$ cat config.mk
export PLATFORM = sky130hd
export DESIGN_NAME = pool_avg_window_feeder
export DESIGN_NICKNAME = d
export VERILOG_FILES = /design/src/rtl/pool_avg_window_feeder_pkg.sv /design/src/rtl/pool_window_addr_gen.sv /design/src/rtl/pool_avg_window_feeder.sv
export SDC_FILE = /design/constraint.sdc
export NUM_CORES = 1
export LEC_CHECK = 0
export CAP_MARGIN = 5
export CORE_MARGIN = 2
export CORE_UTILIZATION = 40
export CTS_BUF_LIST = sky130_fd_sc_hd__clkbuf_2 sky130_fd_sc_hd__clkbuf_4 sky130_fd_sc_hd__clkbuf_8
export DETAILED_ROUTE_END_ITERATION = 10
export DONT_BUFFER_PORTS = 1
export GPL_ROUTABILITY_DRIVEN = 0
export HOLD_SLACK_MARGIN = 0.1
export PLACE_DENSITY = 0.57
export SYNTH_ARGS = -nofsm -noshare
export SYNTH_HDL_FRONTEND = slang
export SYNTH_SLANG_ARGS = --single-unit
export TNS_END_PERCENT = 5
$ cat constraint.sdc
create_clock -name clk -period 7 [get_ports clk]
set_input_delay 1.4 -clock clk [delete_from_list [all_inputs] [get_ports clk]]
set_output_delay 1.4 -clock clk [all_outputs]
set_load 0.01 [all_outputs]
$ cat src/rtl/pool_avg_window_feeder_pkg.sv
// Shared CNN pooling parameters and the window feeder state encoding.
package pool_avg_window_feeder_pkg;
    localparam int PARA_POOL_Y     = 3;
    localparam int DATA_WIDTH      = 16;
    localparam int POOL_SIZE_WIDTH = 3;
    localparam int ADDR_WIDTH      = 10;

    typedef enum logic [2:0] {
        ST_IDLE,
        ST_FEED,
        ST_WAIT_RES,
        ST_OUT,
        ST_CLR
    } feed_state_e;
endpackage

$ cat src/rtl/pool_window_addr_gen.sv
// Row-major window address walker: row-start accumulator plus column counter.
module pool_window_addr_gen #(
    parameter int PSW = 3,
    parameter int AW  = 10
) (
    input  logic          clk,
    input  logic          rst,
    input  logic          load,
    input  logic          step,
    input  logic [PSW-1:0] pool_size,
    input  logic [AW-1:0]  base_addr,
    input  logic [AW-1:0]  row_stride,
    output logic [AW-1:0]  next_addr,
    output logic           last
);
    logic [AW-1:0]  row_start;
    logic [AW-1:0]  stride_q;
    logic [PSW-1:0] ps_q;
    logic [PSW-1:0] col;
    logic [PSW-1:0] row;
    logic           col_end;

    // Tracks the position of the read being issued this cycle; next_addr is its successor.
    assign col_end   = (col == ps_q - PSW'(1));
    assign last      = col_end && (row == ps_q - PSW'(1));
    assign next_addr = col_end ? (row_start + stride_q) : (row_start + AW'(col) + AW'(1));

    always_ff @(posedge clk or negedge rst) begin
        if (!rst) begin
            row_start <= '0;
            stride_q  <= '0;
            ps_q      <= '0;
            col       <= '0;
            row       <= '0;
        end else if (load) begin
            row_start <= base_addr;
            stride_q  <= row_stride;
            ps_q      <= pool_size;
            col       <= '0;
            row       <= '0;
        end else if (step) begin
            if (col_end) begin
                col       <= '0;
                row       <= row + PSW'(1);
                row_start <= row_start + stride_q;
            end else begin
                col <= col + PSW'(1);
            end
        end
    end
endmodule

$ cat src/rtl/pool_avg_window_feeder.sv
// Fetches one pool window, streams it into the average-pool units and forwards their results.
module pool_avg_window_feeder
    import pool_avg_window_feeder_pkg::*;
#(
    parameter int PARA_POOL_Y_P = PARA_POOL_Y,
    parameter int DW            = DATA_WIDTH,
    parameter int PSW           = POOL_SIZE_WIDTH,
    parameter int AW            = ADDR_WIDTH
) (
    input  logic                        clk,
    input  logic                        rst,
    input  logic                        start,
    input  logic [PSW-1:0]              pool_size,
    input  logic [AW-1:0]               base_addr,
    input  logic [AW-1:0]               row_stride,
    output logic                        busy,
    output logic                        rd_en,
    output logic [AW-1:0]               rd_addr,
    input  logic [PARA_POOL_Y_P*DW-1:0] rd_data,
    output logic                        mpu_rst,
    output logic [PARA_POOL_Y_P*DW-1:0] avg_input_data,
    output logic [2*PSW-1:0]            data_num,
    input  logic [PARA_POOL_Y_P-1:0]    mpu_out_ready,
    input  logic [PARA_POOL_Y_P*DW-1:0] mpu_result,
    output logic                        res_valid,
    input  logic                        res_ready,
    output logic [PARA_POOL_Y_P*DW-1:0] res_data
);
    feed_state_e    state;
    logic           start_ok;
    logic [AW-1:0]  next_addr;
    logic           last;
    logic [2*PSW-1:0] ps_ext;

    assign start_ok       = (state == ST_IDLE) && start && (pool_size != '0);
    assign ps_ext         = (2*PSW)'(pool_size);
    assign avg_input_data = rd_data;

    pool_window_addr_gen #(.PSW(PSW), .AW(AW)) u_addr_gen (
        .clk        (clk),
        .rst        (rst),
        .load       (start_ok),
        .step       (state == ST_FEED),
        .pool_size  (pool_size),
        .base_addr  (base_addr),
        .row_stride (row_stride),
        .next_addr  (next_addr),
        .last       (last)
    );

    always_ff @(posedge clk or negedge rst) begin
        if (!rst) begin
            state     <= ST_IDLE;
            busy      <= 1'b0;
            rd_en     <= 1'b0;
            rd_addr   <= '0;
            mpu_rst   <= 1'b0;
            data_num  <= '0;
            res_valid <= 1'b0;
            res_data  <= '0;
        end else begin
            case (state)
                ST_IDLE: begin
                    mpu_rst <= 1'b0;
                    if (start_ok) begin
                        busy     <= 1'b1;
                        rd_en    <= 1'b1;
                        rd_addr  <= base_addr;
                        data_num <= ps_ext * ps_ext;
                        state    <= ST_FEED;
                    end
                end
                ST_FEED: begin
                    // Release lands on the cycle the first read data is valid.
                    mpu_rst <= 1'b1;
                    if (last) begin
                        rd_en <= 1'b0;
                        state <= ST_WAIT_RES;
                    end else begin
                        rd_addr <= next_addr;
                    end
                end
                ST_WAIT_RES: begin
                    if (&mpu_out_ready) begin
                        res_data  <= mpu_result;
                        res_valid <= 1'b1;
                        state     <= ST_OUT;
                    end
                end
                ST_OUT: begin
                    if (res_ready) begin
                        res_valid <= 1'b0;
                        mpu_rst   <= 1'b0;
                        state     <= ST_CLR;
                    end
                end
                ST_CLR: begin
                    busy  <= 1'b0;
                    state <= ST_IDLE;
                end
                default: state <= ST_IDLE;
            endcase
        end
    end
endmodule

==> summary.txt, run 1 <==
========================================================================================
Run status ................................................................ finished clean
Number of antenna violations at the first check in global routing .........            0
Total power divided by cell area ..........................................  531 nW/um^2
Global-route total usage across every layer ...............................        16.6%
Remaining antenna violation count after routing ...........................            0
Standard-cell rows ........................................................           41
Final count of negative-setup-slack endpoints .............................            0
Place WS ..................................................................      3.97 ns
Fraction of the yosys area taken by sequential cells ......................        47.4%
Post-route cell area ......................................................    5250 um^2
Ports placed on the boundary ..............................................          242
Netlist cell types ........................................................           51
Clock tree from TritonCTS .................................................        built
Number of maximum-capacitance constraint violations .......................            0
Clock group share of total power ..........................................        13.6%
Switching power ...........................................................      1.25 mW
First-pass iteration count of the detailed router .........................            4
Slew Limit Headroom .......................................................        31.0%
Root buffer cell .......................................................... sky130_fd_sc_hd__clkbuf_8
Cell count after synthesis ................................................          509
Sum Neg Setup Slack .......................................................         0 ns
Highest ir drop seen on vdd ...............................................       189 uV
Post-synth EDFFs ..........................................................            0
Power after layout ........................................................      2.79 mW
Element type at the critical path start ...................................         flop
Maximum number of pins on one net before global-route repair ..............          100
Buffer levels on the longest clock path ...................................            2
Unrepaired setup endpoints after global routing ...........................           no
Postcts setup bufs ........................................................            0
Total gr overflow .........................................................            0
Share of post-route cells with drive strength above 1 .....................        17.1%
GR Layer Usage met1 .......................................................        19.4%
Number of antenna diodes ..................................................            0
FMAX ......................................................................      355 MHz
Tmin final ................................................................      2.82 ns
Critical path capture point type ..........................................         flop
Ys async rst share ........................................................         100%
Critical R2R Launch ....................................................... u_addr_gen.ps_q[0]
Post-Synthesis Cell Area ..................................................    5230 um^2
Count of buffers inserted at the top-level ports ..........................            0
Die outline height ........................................................       118 um
Number of vias per cell ...................................................         5.44
HP Class .................................................................. flop to flop
First-pass GRT wire length ................................................      18.3 mm
PostCTS Resize Cnt ........................................................            0
Average routed wire per standard cell .....................................      17.8 um
H-tree depth ..............................................................            3
Synth Warn # ..............................................................            0
Cell internal power dissipation ...........................................      1.54 mW
Detailed Route WL .........................................................      11.3 mm
Net switching share of the total power ....................................        44.8%
DRC violation count after routing .........................................            0
Leak ......................................................................      2.42 nW
Final worst-path cycle share ..............................................        40.2%
Via Count .................................................................         3452
Sequential share of power .................................................        38.8%
Vias in the first global route ............................................         3552
Most used DFF post-synth .................................................. sky130_fd_sc_hd__dfrtp_1
Gr busiest metal ..........................................................         met2
Die area ..................................................................   14000 um^2
CTS Buf Count .............................................................            9
Crit path kind ............................................................ flop to flop
Met3 global-route usage ...................................................        8.11%
Total Nets Final ..........................................................          601
Post-synthesis register bit count .........................................           99
Global-route met2 utilization .............................................        27.2%
Post-synthesis area per instance ..........................................    10.3 um^2
Number of nets in the synthesized netlist .................................          653
Crit Path Max Fanout ......................................................           14
Core area .................................................................   12700 um^2
Standard cell area after detailed placement ...............................    5040 um^2
Signed area change from the synthesized netlist to the final layout .......       0.383%
Worst Setup SP ............................................................ u_addr_gen.ps_q[0]
Final setup slack of the worst path .......................................      4.18 ns
Final max-slew violation count ............................................            0
Hold Crit Start ........................................................... u_addr_gen.stride_q[2]
Starting density of the core ..............................................        41.3%
Width of the die ..........................................................       118 um
Data arrival time of the critical path ....................................      3.14 ns
Worst-Skew Late Latency ...................................................      0.39 ns
Worst Clk Skew ............................................................    0.0125 ns
Hold violation total from the final report ................................            0
Register clock-pin slew on the reported worst setup and hold paths ........      0.10 ns
Count of hold-fix buffers inserted at cts .................................            0
Required time at the worst-slack endpoint .................................      7.33 ns
Total half-perimeter wirelength after legalization and detailed placement .      8.09 mm
Sink count of the clock tree ..............................................           99
Iteration-0 DRC Markers ...................................................          150
Combinational group share of total power ..................................        47.6%
Tightest Pin Transition ...................................................      1.04 ns
========================================================================================
## cell usage after synthesis (2+ instances only)
| master | n | area share, % |
|---|---|---|
| sky130_fd_sc_hd__nand3_1 | 7 | 0.67 |
| sky130_fd_sc_hd__nand2_1 | 76 | 5.5 |
| sky130_fd_sc_hd__a21o_1 | 4 | 0.57 |
| sky130_fd_sc_hd__ha_1 | 16 | 3.8 |
| sky130_fd_sc_hd__o22ai_1 | 6 | 0.72 |
| sky130_fd_sc_hd__a211oi_1 | 7 | 1.0 |
| sky130_fd_sc_hd__and2_1 | 4 | 0.48 |
| sky130_fd_sc_hd__mux2i_1 | 5 | 0.96 |
| sky130_fd_sc_hd__clkbuf_1 | 12 | 0.86 |
| sky130_fd_sc_hd__nor2_1 | 32 | 2.3 |
| sky130_fd_sc_hd__o21bai_1 | 2 | 0.29 |
| sky130_fd_sc_hd__buf_2 | 2 | 0.19 |
| sky130_fd_sc_hd__o21a_1 | 2 | 0.29 |
| sky130_fd_sc_hd__nor2b_1 | 2 | 0.24 |
| sky130_fd_sc_hd__nand3b_1 | 6 | 0.86 |
| sky130_fd_sc_hd__buf_4 | 49 | 7.0 |
| sky130_fd_sc_hd__inv_1 | 11 | 0.79 |
| sky130_fd_sc_hd__or3_1 | 4 | 0.48 |
| sky130_fd_sc_hd__buf_1 | 3 | 0.22 |
| sky130_fd_sc_hd__fa_1 | 2 | 0.77 |
| sky130_fd_sc_hd__mux2_2 | 50 | 11 |
| sky130_fd_sc_hd__nand2b_1 | 2 | 0.24 |
| sky130_fd_sc_hd__or3b_2 | 2 | 0.34 |
| sky130_fd_sc_hd__o21ai_0 | 23 | 2.2 |
| sky130_fd_sc_hd__xor2_1 | 4 | 0.67 |
| sky130_fd_sc_hd__a31oi_1 | 10 | 1.2 |
| sky130_fd_sc_hd__xnor2_1 | 15 | 2.5 |
| sky130_fd_sc_hd__nor3_1 | 3 | 0.29 |
| sky130_fd_sc_hd__o211ai_1 | 3 | 0.43 |
| sky130_fd_sc_hd__a21oi_1 | 26 | 2.5 |
| sky130_fd_sc_hd__dfrtp_1 | 99 | 47 |
## placed cells by master, fill, tap and decap left out, types with 2 or more instances in the layout
cell type	count
sky130_fd_sc_hd__dfrtp_1	99
sky130_fd_sc_hd__nand2_1	76
sky130_fd_sc_hd__mux2_2	50
sky130_fd_sc_hd__nor2_1	32
sky130_fd_sc_hd__a21oi_1	26
sky130_fd_sc_hd__o21ai_0	23
sky130_fd_sc_hd__ha_1	16
sky130_fd_sc_hd__xnor2_1	15
sky130_fd_sc_hd__inv_1	11
sky130_fd_sc_hd__a31oi_1	10
sky130_fd_sc_hd__clkbuf_8	9
sky130_fd_sc_hd__nand3_1	7
sky130_fd_sc_hd__a211oi_1	7
sky130_fd_sc_hd__nand3b_1	6
sky130_fd_sc_hd__o22ai_1	6
sky130_fd_sc_hd__mux2i_1	5
sky130_fd_sc_hd__a21o_1	4
sky130_fd_sc_hd__and2_1	4
sky130_fd_sc_hd__xor2_1	4
sky130_fd_sc_hd__o211ai_1	3
sky130_fd_sc_hd__or3_1	3
sky130_fd_sc_hd__nor3_1	3
sky130_fd_sc_hd__clkinv_8	3
sky130_fd_sc_hd__buf_4	3
sky130_fd_sc_hd__or3b_2	2
sky130_fd_sc_hd__nor2b_1	2
sky130_fd_sc_hd__nand2b_1	2
sky130_fd_sc_hd__o21bai_1	2
sky130_fd_sc_hd__o21a_1	2
sky130_fd_sc_hd__fa_1	2
## worst max-delay path, stage by stage, from the launching register on
cell and delay (ns):
sky130_fd_sc_hd__dfrtp_1 0.48, sky130_fd_sc_hd__inv_1 0.09, sky130_fd_sc_hd__ha_1 0.37, sky130_fd_sc_hd__xnor2_1 0.18, sky130_fd_sc_hd__or3_4 0.48, sky130_fd_sc_hd__nor2_2 0.53
sky130_fd_sc_hd__nand2_1 0.16, sky130_fd_sc_hd__or3b_1 0.39, sky130_fd_sc_hd__nand3_1 0.08
## power by group through the flow
stage	registers (mW)	clock network, mW	logic, mW
final	1.08	0.378	1.33
after global routing	1.12	0.419	1.50
after CTS	1.09	0.399	1.33
after detailed placement	1.10	0	1.32
after global placement	1.09	0	1.29
after floorplan	1.02	0	1.10
## layer usage
metal	vias up	share of wire, %	routed length (um)
met2	127	49	5560
met4	0	1.5	165
li1	1594	-	-
met5	-	0	0
met3	22	9.3	1050
met1	1709	40	4480
## sequential cells by signal (all words and copies together) (netlist names)
name and flops:
u_addr_gen.ps_q 3, state 3, u_addr_gen.stride_q 10, rd_addr 10, rd_en 1, busy 1, u_addr_gen.row 3, mpu_rst 1
u_addr_gen.row_start 10, res_data 48, u_addr_gen.col 3, data_num 5, res_valid 1
## cell type report
class                      count  area (um^2)
clock buffer                   9          124
inverter                      11         41.3
fill                        1253         7420
sequential                    99         2480
clock inverter                 7         85.1
multi-input combinational    333         2280
timing repair buffer           3         22.5
tap                          172          215
## stage by stage
step	hold WS (ns)	cells	utilization [%]
after global placement	0.467	618	39.8
final	0.502	634	41.4
after CTS	0.507	634	41.4
after detailed placement	0.474	618	39.8
after global routing	0.534	634	41.4
after floorplan	0.452	509	-
## logic make-up (layout without fill, tap and decap cells)
family                   Yosys count  in the layout  share of synthesized area, %
flip-flops                        99             99                          47.4
other                              1              1                        0.0717
adder cells (fa/ha/maj)           18             18                          4.59
AND/OR/NAND/NOR                  151            151                          13.3
buffers and inverters             77             30                          9.09
AO/OA/AOI/OAI                     87             87                          9.81
multiplexers                      56             56                          12.2
XOR/XNOR                          20             20                          3.64
## final timing paths
path	end	slack (ns)	cells past startpoint
setup / recovery	rd_addr[9]	4.18	8
hold / removal	u_addr_gen.stride_q[2]	0.50	2
setup reg to reg	rd_addr[9]	4.18	8
hold reg to reg	u_addr_gen.stride_q[2]	0.50	2
max in group asynchronous	res_data[17]	6.13	0
min in group asynchronous	u_addr_gen.row_start[9]	0.69	0
(Power assumes the default switching activity.)
==> run 2: changes to the inputs <==
- PLACE_DENSITY: 0.57 -> 0.59
- clock period: 7 -> 2.45 ns (I/O delays scaled with it)
==> run 2 against run 1 <==
The run now ends with negative hold slack left; flip-flop and latch count stayed put; cell area up 2.6%; maximum frequency rose by 20%; combinational power rose to 3.1 times the previous value; first-iteration DRC count up 15%; hold slack worse by 0.72 ns; clock-buffer cell count stayed put; wire length is 3.0% lower; setup slack worse by 4.1 ns; register-to-register slack worse by 4.1 ns; sequential share of layout area is 1.2 points lower.
==> summary.txt, run 2 (synthesized netlist as in run 1, its figures left out) <==
========================================================================================
Total power divided by cell area .......................................... 1540 nW/um^2   +190%
First-pass iteration count of the detailed router .........................            4   unchanged
Data arrival time of the critical path ....................................      2.68 ns   -0.46 ns
Die area ..................................................................   14000 um^2   unchanged
HP Class .................................................................. input port to async pin
Remaining antenna violation count after routing ...........................            0   unchanged
Maximum number of pins on one net before global-route repair ..............          100   unchanged
Average routed wire per standard cell .....................................      16.8 um   -5.2%
Root buffer cell .......................................................... sky130_fd_sc_hd__clkbuf_8
Worst slack on hold paths .................................................    -0.217 ns   -0.719 ns
Final count of negative-setup-slack endpoints .............................            0   unchanged
Total gr overflow .........................................................            0   unchanged
Failing checks ............................................................ negative hold slack
Worst-Skew Late Latency ...................................................      0.39 ns   about the same
Register clock-pin slew on the reported worst setup and hold paths ........      0.11 ns   about the same
Ports placed on the boundary ..............................................          242   unchanged
Final max-slew violation count ............................................            0   unchanged
Required time at the worst-slack endpoint .................................      2.78 ns   -4.55 ns
Standard-cell rows ........................................................           41   unchanged
Via Count .................................................................         3442   -0.29%
Width of the die ..........................................................       118 um   unchanged
Worst Clk Skew ............................................................    0.0104 ns   -0.00211 ns
Number of antenna diodes ..................................................            0   unchanged
Highest ir drop seen on vdd ...............................................       550 uV   +190%
Final worst-path cycle share ..............................................        95.8%   +56 points
Iteration-0 DRC Markers ...................................................          172   +15%
Flip-flop count of the largest register, all copies and words added .......           48   unchanged
Postcts setup bufs ........................................................            0   unchanged
Critical path capture point type ..........................................         flop
Count of buffers inserted at the top-level ports ..........................            0   unchanged
Count of fill cells added during filler insertion .........................         1269   +1.3%
Number of maximum-capacitance constraint violations .......................            0   unchanged
DRC violation count after routing .........................................            0   unchanged
Commonest cells after routing, fill and taps aside ........................ sky130_fd_sc_hd__dfrtp_1, sky130_fd_sc_hd__nand2_1, sky130_fd_sc_hd__mux2_2
Element type at the critical path start ...................................         flop
Global-route total usage across every layer ...............................        16.1%   -0.51 points
Largest reg by FF count ...................................................     res_data
Most common cell after layout, fill and taps aside ........................ sky130_fd_sc_hd__dfrtp_1
Crit Path Max Fanout ......................................................            5   -9
Vias in the first global route ............................................         3556   +0.11%
Clock tree from TritonCTS .................................................        built
Number of antenna violations at the first check in global routing .........            0   unchanged
Run status ................................................................ finished with violations
Unrepaired setup endpoints after global routing ...........................          yes
Share of post-route cells with drive strength above 1 .....................        20.3%   +3.2 points
Starting density of the core ..............................................        41.3%   unchanged
Standard cell area after detailed placement ...............................    5150 um^2   +2.2%
Post-route cell area ......................................................    5380 um^2   +2.6%
Total Nets Final ..........................................................          616   +2.5%
Die outline height ........................................................       118 um   unchanged
Tmin final ................................................................      2.35 ns   -0.468 ns
Signed area change from the synthesized netlist to the final layout .......        2.97%
Final Util ................................................................        42.5%   +1.1 points
Slew Limit Headroom .......................................................        61.9%   +31 points
Core area .................................................................   12700 um^2   unchanged
Number of vias per cell ...................................................         5.30   -2.6%
Sink count of the clock tree ..............................................           99   unchanged
Buffer levels on the longest clock path ...................................            2   unchanged
Crit path kind ............................................................ flop to flop
Leak ......................................................................      2.50 nW   +3.4%
First-pass GRT wire length ................................................      17.7 mm   -3.4%
Total half-perimeter wirelength after legalization and detailed placement .      8.18 mm   +1.2%
Detailed Route WL .........................................................      10.9 mm   -3.0%
FMAX ......................................................................      426 MHz   +20%
H-tree depth ..............................................................            3   unchanged
CTS Buf Count .............................................................            9   unchanged
Tightest Pin Transition ...................................................     0.572 ns   -0.464 ns
Hold violation total from the final report ................................           99   +99
========================================================================================
## run 2: cell types whose count changed in the layout (fill, tap and decap cells not counted), moves of 2 or more
cell                       previous run  this run
sky130_fd_sc_hd__inv_8                1         3
sky130_fd_sc_hd__buf_4                3        18
sky130_fd_sc_hd__a211oi_1             7         5
sky130_fd_sc_hd__a211oi_2             0         2
## run 2: power breakdown
| group | switching (mW) | internal [mW] |
|---|---|---|
| clock network | 0.665 | 0.419 |
| registers | 0.744 | 2.30 |
| logic | 2.21 | 1.93 |
## run 2: layout make-up
class	instances	area [um^2]	area share, %
Multi-Input combinational cell	333	2300	42.7
Timing Repair Buffer	18	135	2.51
Clock inverter	7	91.3	1.70
Inverter	11	41.3	0.767
Clock buffer	9	124	2.30
Tap cell	172	215	4.00
Sequential cell	99	2480	46.0
## run 2: path summary, 6_finish.rpt
kind,from,to,slack [ns],cells past startpoint
hold reg to reg,u_addr_gen.stride_q[0],u_addr_gen.stride_q[0],0.49,2
hold / removal,rst,u_addr_gen.row_start[3],-0.22,0
setup / recovery,u_addr_gen.row_start[1],rd_addr[9],0.10,8
max in group asynchronous,rst,res_data[12],2.48,0
setup reg to reg,u_addr_gen.row_start[1],rd_addr[9],0.10,8
min in group clk,pool_size[2],u_addr_gen.ps_q[2],0.20,2
## run 2: through the flow
| step | setup WS (ns) | setup TNS [ns] | std cells | total power, mW | hold WS [ns] |
|---|---|---|---|---|---|
| global placement | 0.0161 | 0 | 633 | 7.07 | 0.197 |
| floorplan | 0.180 | 0 | 509 | 6.05 | 0.194 |
| detailed placement | -0.0409 | -0.0409 | 633 | 7.17 | 0.197 |
| global route | -0.0290 | -0.0290 | 649 | 9.02 | -0.246 |
| CTS | 0.0151 | 0 | 649 | 8.30 | -0.246 |
| finish | 0.102 | 0 | 649 | 8.27 | -0.217 |
## run 2: layer usage
| metal | GRT usage, % | up-vias | share of wire [%] |
|---|---|---|---|
| met4 | 7.68 | 0 | 2.3 |
| met3 | 5.79 | 35 | 9.0 |
| met1 | 19.0 | 1664 | 41 |
| met5 | 0 | - | 0 |
| li1 | - | 1626 | - |
| met2 | 26.0 | 117 | 47 |
## run 2: critical path, stage by stage, from the launching register on
cell and delay [ns]:
sky130_fd_sc_hd__dfrtp_1 0.48, sky130_fd_sc_hd__ha_1 0.34, sky130_fd_sc_hd__a211oi_1 0.29, sky130_fd_sc_hd__o21ai_1 0.18, sky130_fd_sc_hd__nor4b_1 0.18, sky130_fd_sc_hd__a211oi_2 0.23
sky130_fd_sc_hd__buf_4 0.17, sky130_fd_sc_hd__or3b_1 0.34, sky130_fd_sc_hd__nand3_1 0.09
## run 2: timing repair
item	CTS	global route
hold endpoints to repair	99	99
gates resized for setup	1	4
pin swaps	1	2
gates cloned	0	0
setup endpoints to repair	1	4
